[config.mk]
export PLATFORM = sky130hd
export DESIGN_NAME = frame_stream_out
export DESIGN_NICKNAME = d
export VERILOG_FILES = /design/src/rtl/frame_stream_out.sv
export SDC_FILE = /design/constraint.sdc
export NUM_CORES = 1
export LEC_CHECK = 0
export ABC_AREA = 1
export CORE_MARGIN = 5
export CORE_UTILIZATION = 50
export CTS_CLUSTER_SIZE = 28
export DETAILED_ROUTE_END_ITERATION = 7
export MAX_ROUTING_LAYER = met4
export PLACE_DENSITY = 0.79
export SLEW_MARGIN = 20
export SYNTH_ARGS = -nofsm -noshare
export SYNTH_HDL_FRONTEND = slang
export SYNTH_SLANG_ARGS = --single-unit
[constraint.sdc]
create_clock -name clk -period 6.2 [get_ports clk]
set_clock_uncertainty 0.1 [all_clocks]
set_input_delay 0.62 -clock clk [delete_from_list [all_inputs] [get_ports clk]]
set_output_delay 0.62 -clock clk [all_outputs]
set_load 0.005 [all_outputs]
[src/rtl/frame_stream_out.sv]
// frame_stream_out
//   Reads a completed frame back from the output memory in raster order
//   (addresses 0..WIDTH*HEIGHT-1) and emits it on a valid/ready pixel stream
//   with start-of-frame, end-of-line and end-of-frame markers. A 2-entry
//   buffer absorbs the memory's 1-cycle read latency and sink backpressure.
//
// Ports
//   clk, rst                 clock, asynchronous active-low reset
//   start                    frame-ready level from the controller
//   en_out_mem, out_mem_read read strobe, high only on read-issue cycles
//   out_mem_addr             read address (0 when no read is issued)
//   out_mem_data             read data, valid the cycle after the issue
//   pix_data, pix_valid,
//   pix_ready                pixel stream handshake
//   pix_sof/eol/eof          frame markers, qualified by pix_valid
//   busy                     reading or draining a frame
//   frame_done               frame fully transferred; waits for start=0
module frame_stream_out #(
    parameter int WIDTH  = 800,
    parameter int HEIGHT = 600,
    parameter int DATA_W = 8,
    parameter int ADDR_W = 32
) (
    input  logic              clk,
    input  logic              rst,
    input  logic              start,
    output logic              en_out_mem,
    output logic              out_mem_read,
    output logic [ADDR_W-1:0] out_mem_addr,
    input  logic [DATA_W-1:0] out_mem_data,
    output logic [DATA_W-1:0] pix_data,
    output logic              pix_valid,
    input  logic              pix_ready,
    output logic              pix_sof,
    output logic              pix_eol,
    output logic              pix_eof,
    output logic              busy,
    output logic              frame_done
);

    localparam int COL_W = (WIDTH > 1) ? $clog2(WIDTH) : 1;
    localparam int ROW_W = (HEIGHT > 1) ? $clog2(HEIGHT) : 1;
    localparam int ENT_W = DATA_W + 3;
    localparam logic [ADDR_W-1:0] LAST_ADDR = ADDR_W'(WIDTH * HEIGHT - 1);
    localparam logic [COL_W-1:0]  LAST_COL  = COL_W'(WIDTH - 1);
    localparam logic [ROW_W-1:0]  LAST_ROW  = ROW_W'(HEIGHT - 1);

    typedef enum logic [1:0] {
        S_IDLE,
        S_RUN,
        S_DRAIN,
        S_DONE
    } state_e;

    state_e                      state_q, state_d;
    logic [ADDR_W-1:0]           issue_cnt_q, issue_cnt_d;
    logic [COL_W-1:0]            col_q, col_d;
    logic [ROW_W-1:0]            row_q, row_d;
    logic                        ret_q, ret_d;
    logic                        ret_sof_q, ret_sof_d;
    logic                        ret_eol_q, ret_eol_d;
    logic                        ret_eof_q, ret_eof_d;
    logic [1:0][ENT_W-1:0]       buf_q, buf_d;
    logic                        wr_ptr_q, wr_ptr_d;
    logic                        rd_ptr_q, rd_ptr_d;
    logic [1:0]                  occ_q, occ_d;

    logic                        pop;
    logic                        issue;
    logic [2:0]                  pending;
    logic [ENT_W-1:0]            head;

    always_comb begin
        state_d     = state_q;
        issue_cnt_d = issue_cnt_q;
        col_d       = col_q;
        row_d       = row_q;
        buf_d       = buf_q;
        wr_ptr_d    = wr_ptr_q;
        rd_ptr_d    = rd_ptr_q;
        occ_d       = occ_q;

        pop = (occ_q != 2'd0) && pix_ready;
        // Entries that will still hold a slot after this edge: the buffer
        // minus this cycle's pop plus the read returning now. A read issued
        // now lands one cycle later, so it fits whenever this is below 2.
        pending = 3'(occ_q) + 3'(ret_q) - 3'(pop);
        issue   = (state_q == S_RUN) && (pending < 3'd2);

        case (state_q)
            S_IDLE: begin
                issue_cnt_d = '0;
                col_d       = '0;
                row_d       = '0;
                if (start) state_d = S_RUN;
            end
            S_RUN: begin
                if (issue) begin
                    issue_cnt_d = issue_cnt_q + 1'b1;
                    if (col_q == LAST_COL) begin
                        col_d = '0;
                        row_d = row_q + 1'b1;
                    end else begin
                        col_d = col_q + 1'b1;
                    end
                    if (issue_cnt_q == LAST_ADDR) state_d = S_DRAIN;
                end
            end
            // Every read is issued by now, so an empty buffer with nothing
            // returning means the eof pixel has left the block.
            S_DRAIN: begin
                if (occ_q == 2'd0 && !ret_q) state_d = S_DONE;
            end
            S_DONE: begin
                if (!start) state_d = S_IDLE;
            end
            default: state_d = S_IDLE;
        endcase

        ret_d     = issue;
        ret_sof_d = issue && (col_q == '0) && (row_q == '0);
        ret_eol_d = issue && (col_q == LAST_COL);
        ret_eof_d = issue && (col_q == LAST_COL) && (row_q == LAST_ROW);

        if (ret_q) begin
            buf_d[wr_ptr_q] = {out_mem_data, ret_sof_q, ret_eol_q, ret_eof_q};
            wr_ptr_d        = ~wr_ptr_q;
        end
        if (pop) rd_ptr_d = ~rd_ptr_q;
        occ_d = occ_q + {1'b0, ret_q} - {1'b0, pop};
    end

    always_ff @(posedge clk or negedge rst) begin
        if (!rst) begin
            state_q     <= S_IDLE;
            issue_cnt_q <= '0;
            col_q       <= '0;
            row_q       <= '0;
            ret_q       <= 1'b0;
            ret_sof_q   <= 1'b0;
            ret_eol_q   <= 1'b0;
            ret_eof_q   <= 1'b0;
            buf_q       <= '0;
            wr_ptr_q    <= 1'b0;
            rd_ptr_q    <= 1'b0;
            occ_q       <= '0;
        end else begin
            state_q     <= state_d;
            issue_cnt_q <= issue_cnt_d;
            col_q       <= col_d;
            row_q       <= row_d;
            ret_q       <= ret_d;
            ret_sof_q   <= ret_sof_d;
            ret_eol_q   <= ret_eol_d;
            ret_eof_q   <= ret_eof_d;
            buf_q       <= buf_d;
            wr_ptr_q    <= wr_ptr_d;
            rd_ptr_q    <= rd_ptr_d;
            occ_q       <= occ_d;
        end
    end

    assign en_out_mem   = issue;
    assign out_mem_read = issue;
    assign out_mem_addr = issue ? issue_cnt_q : '0;

    assign head       = buf_q[rd_ptr_q];
    assign pix_data   = head[ENT_W-1:3];
    assign pix_sof    = head[2];
    assign pix_eol    = head[1];
    assign pix_eof    = head[0];
    assign pix_valid  = (occ_q != 2'd0);
    assign busy       = (state_q == S_RUN) || (state_q == S_DRAIN);
    assign frame_done = (state_q == S_DONE);

endmodule

==> results.py <==
metrics = {
    "die": {
        "start_util_pct": 51.1,
        "fp.dieH_microns": 110,
        "fp.dieW_microns": 110,
        "core-area_sq_um": 9770,
        "die-area_sq_um": 12100,
        "ios": 60,
        "rows": 36,
    },
    "min_path": {
        "hold_class": "in2async",
    },
    "finish": {
        "antenna_cells": 0,
        "fill_cells": 931,
        "nets": 769,
        "drive_gt1_share_pct": 6.01,
        "syn_to_final_growth_pct": 16.9,
    },
    "placement": {
        "dpl.hpwl_mm": 8.63,
        "portBuffers": 59,
        "gp_congestion": 0.927,
    },
    "clocking": {
        "clock_latency_ns": 0.36,
        "cts_tree": "done",
        "postCtsHoldBufs": 0,
        "postCtsSetupBuffers": 0,
        "clkTransAtPathRegs_ns": 0.08,
        "clock-sinks": 84,
        "post_cts_resized": 0,
        "cts-root-buf": "clkbuf_8",
        "clockBufferDepth": 2,
        "h-tree-depth": 3,
        "cts_made_buffers": 9,
    },
    "timing": {
        "drv_slew": 0,
        "relSlewSlack_pct": 36.7,
        "hold_violations": 0,
        "post-route-min-period_ns": 4.57,
        "finalSetupViolCount": 0,
        "finalCritPeriodShare_pct": 73.8,
        "tns_ns": 0,
        "worst_pin_slew_ns": 0.946,
        "rsz0062_at_grt": "false",
        "fmax_mhz": 219,
        "whs_ns": 0.190,
    },
    "routing": {
        "vias_per_cell": 5.21,
        "num_vias": 4594,
        "ant_nets": 0,
        "drtIter0Drc": 351,
        "drt-total-wl_mm": 12.0,
        "wire_per_inst_microns": 13.6,
        "drc": 0,
        "dr.pass1.iters": 5,
    },
    "logic_synthesis": {
        "yosys.area.top_type_share_pct": 42.1,
        "synth_edf_count": 0,
        "synth_cell_types": 36,
        "ys_seq_elements": 84,
        "synth_top_flop_cell": "dfrtp_1",
        "synthTopCellsByCount": "nand2_1, nor2_1, inv_1, dfrtp_1, nand3_1",
        "syn_nets": 718,
        "seq_area_frac_synth_pct": 42.1,
        "avgSynthCellArea_sq_um": 7.19,
        "syn-cell-area_sq_um": 4990,
        "synth_async_sr_flop_share_pct": 100,
        "ys.warnings.count": 0,
        "yosysMostFrequentCell": "nand2_1",
        "yosys-top-cells-area": "dfrtp_1, nand2_1, nor2_1, inv_1, nand3_1",
        "syn_inst": 694,
        "synth_top_cell_by_area": "dfrtp_1",
    },
    "worst_setup_path": {
        "start_kind": "input port",
        "endpoint_kind": "output port",
        "critical_path_class": "in2out",
        "worstPathRequired_ns": 5.48,
        "r2r_slack_ns": 2.33,
        "timing.rr.start": "occ_q[1]$_DFF_PN0_",
        "worstPathArrival_ns": 3.85,
        "cp_max_fo": 47,
        "crit_path_start": "pix_ready",
    },
    "global_routing": {
        "globalRouteMet1Util_pct": 27.8,
        "grt_max_degree": 85,
        "grt-ovfl-total": 0,
        "grt_pass1_vias": 4405,
        "grt_use_met2_pct": 36.3,
        "antenna_found_initial": 0,
        "grt_pass1_wl_mm": 20.3,
        "grt_use_total_pct": 21.8,
        "grt_most_used_layer": "met2",
        "grtUsageMet3_pct": 2.47,
    },
    "outcome": {
        "status": "complete, no violations",
    },
    "job": {
        "max_cap_viol_count": 0,
    },
    "power_and_ir_drop": {
        "p_leak_nw": 2.54,
        "p_per_area_nw_per_um2": 327,
        "ir_worst_vdd_mv": 0.194,
    },
}
[sequential cells by signal, indices dropped and copies added, names as in the netlist]
register / cells
buf_q: 22
col_q: 10
issue_cnt_q: 32
occ_q: 2
rd_ptr_q: 1
ret_eof_q: 1
ret_eol_q: 1
ret_q: 1
ret_sof_q: 1
row_q: 10
state_q: 2
wr_ptr_q: 1
[critical path: stages]
cell,delay [ns]
clkdlybuf4s50_1,0.40
nand2_1,0.10
inv_1,0.05
ha_1,0.28
inv_1,0.05
ha_1,0.19
fa_1,0.46
inv_1,0.09
nand2_2,0.06
nor2_2,0.11
nand2_2,0.53
nor2_1,0.34
clkdlybuf4s50_1,0.55
[where the power goes]
| group | total [mW] | leakage (nW) | internal (mW) | switching (mW) |
|---|---|---|---|---|
| logic | 0.765 | 1.31 | 0.271 | 0.494 |
| clock network | 0.433 | 0.109 | 0.236 | 0.197 |
| registers | 0.712 | 1.13 | 0.643 | 0.0687 |
[stage by stage]
stage	util (%)	std cells	worst slack, ns	instance area [sq um]	power (mW)
after floorplan	-	694	2.95	4990	1.26
after global placement	57.5	867	1.72	5620	1.45
after detailed placement	57.5	867	1.62	5620	1.49
after CTS	59.7	882	1.59	5830	1.92
after global routing	59.7	882	1.25	5840	2.05
final	59.7	882	1.63	5840	1.91
[logic make-up (layout without fill, tap and decap cells)]
group	after synthesis	in the layout	share of synthesized area, %
muxes	1	1	0.226
xor gates and xnor gates	12	12	2.11
adders and majority gates	12	12	3.16
DFF	84	84	42.1
and+or+nand+nor	396	396	34.2
buffers and inverters	117	172	10.1
AOI/OAI and AO/OA	72	72	8.10
[area by class of cell]
type / count / area, sq um / share of cell area, %
Tap cell: 133 / 166 / 2.85
Inverter: 97 / 367 / 6.28
Multi-Input combinational cell: 493 / 2390 / 40.9
Sequential cell: 84 / 2100 / 36.0
Clock buffer: 11 / 141 / 2.42
Timing Repair Buffer: 60 / 599 / 10.3
Clock inverter: 4 / 73.8 / 1.27
[layer usage]
metal	share of wire [%]	wire length (microns)
met3	5.0	594
met4	1.4	172
met1	45	5420
met2	48	5780
met5	0	0
[cells in the final DEF (no fill, tap or decap)]
master	instances
a21oi_1	10
a31oi_1	2
buf_4	1
buf_6	1
bufinv_16	2
clkbuf_1	1
clkbuf_8	10
clkdlybuf4s50_1	58
clkinv_2	1
clkinv_4	1
dfrtp_1	84
fa_1	1
ha_1	11
inv_1	94
inv_2	2
inv_4	1
mux2_2	1
nand2_1	184
nand2_2	4
nand2_4	1
nand2_8	1
nand3_1	46
nand3_2	1
nand4_1	14
nor2_1	111
nor2_2	5
nor2_4	3
nor3_1	16
nor3_2	2
nor3b_1	1
nor4_1	5
o211ai_2	4
o21ai_0	42
o21ai_1	12
o21ai_2	1
o22ai_2	1
or2_2	2
xor2_1	12
[worst paths after layout]
kind / endpoint / depth (start not counted)
max in group asynchronous: issue_cnt_q[9]$_DFFE_PN0P_ / 1
worst min register to register: buf_q[10]$_DFFE_PN0P_ / 2
worst max-delay path: out_mem_addr[11] / 13
min in group clk: buf_q[10]$_DFFE_PN0P_ / 2
worst max register to register: issue_cnt_q[6]$_DFFE_PN0P_ / 15
worst min-delay path: row_q[5]$_DFFE_PN0P_ / 1
Power figures use the tool's default switching activity.
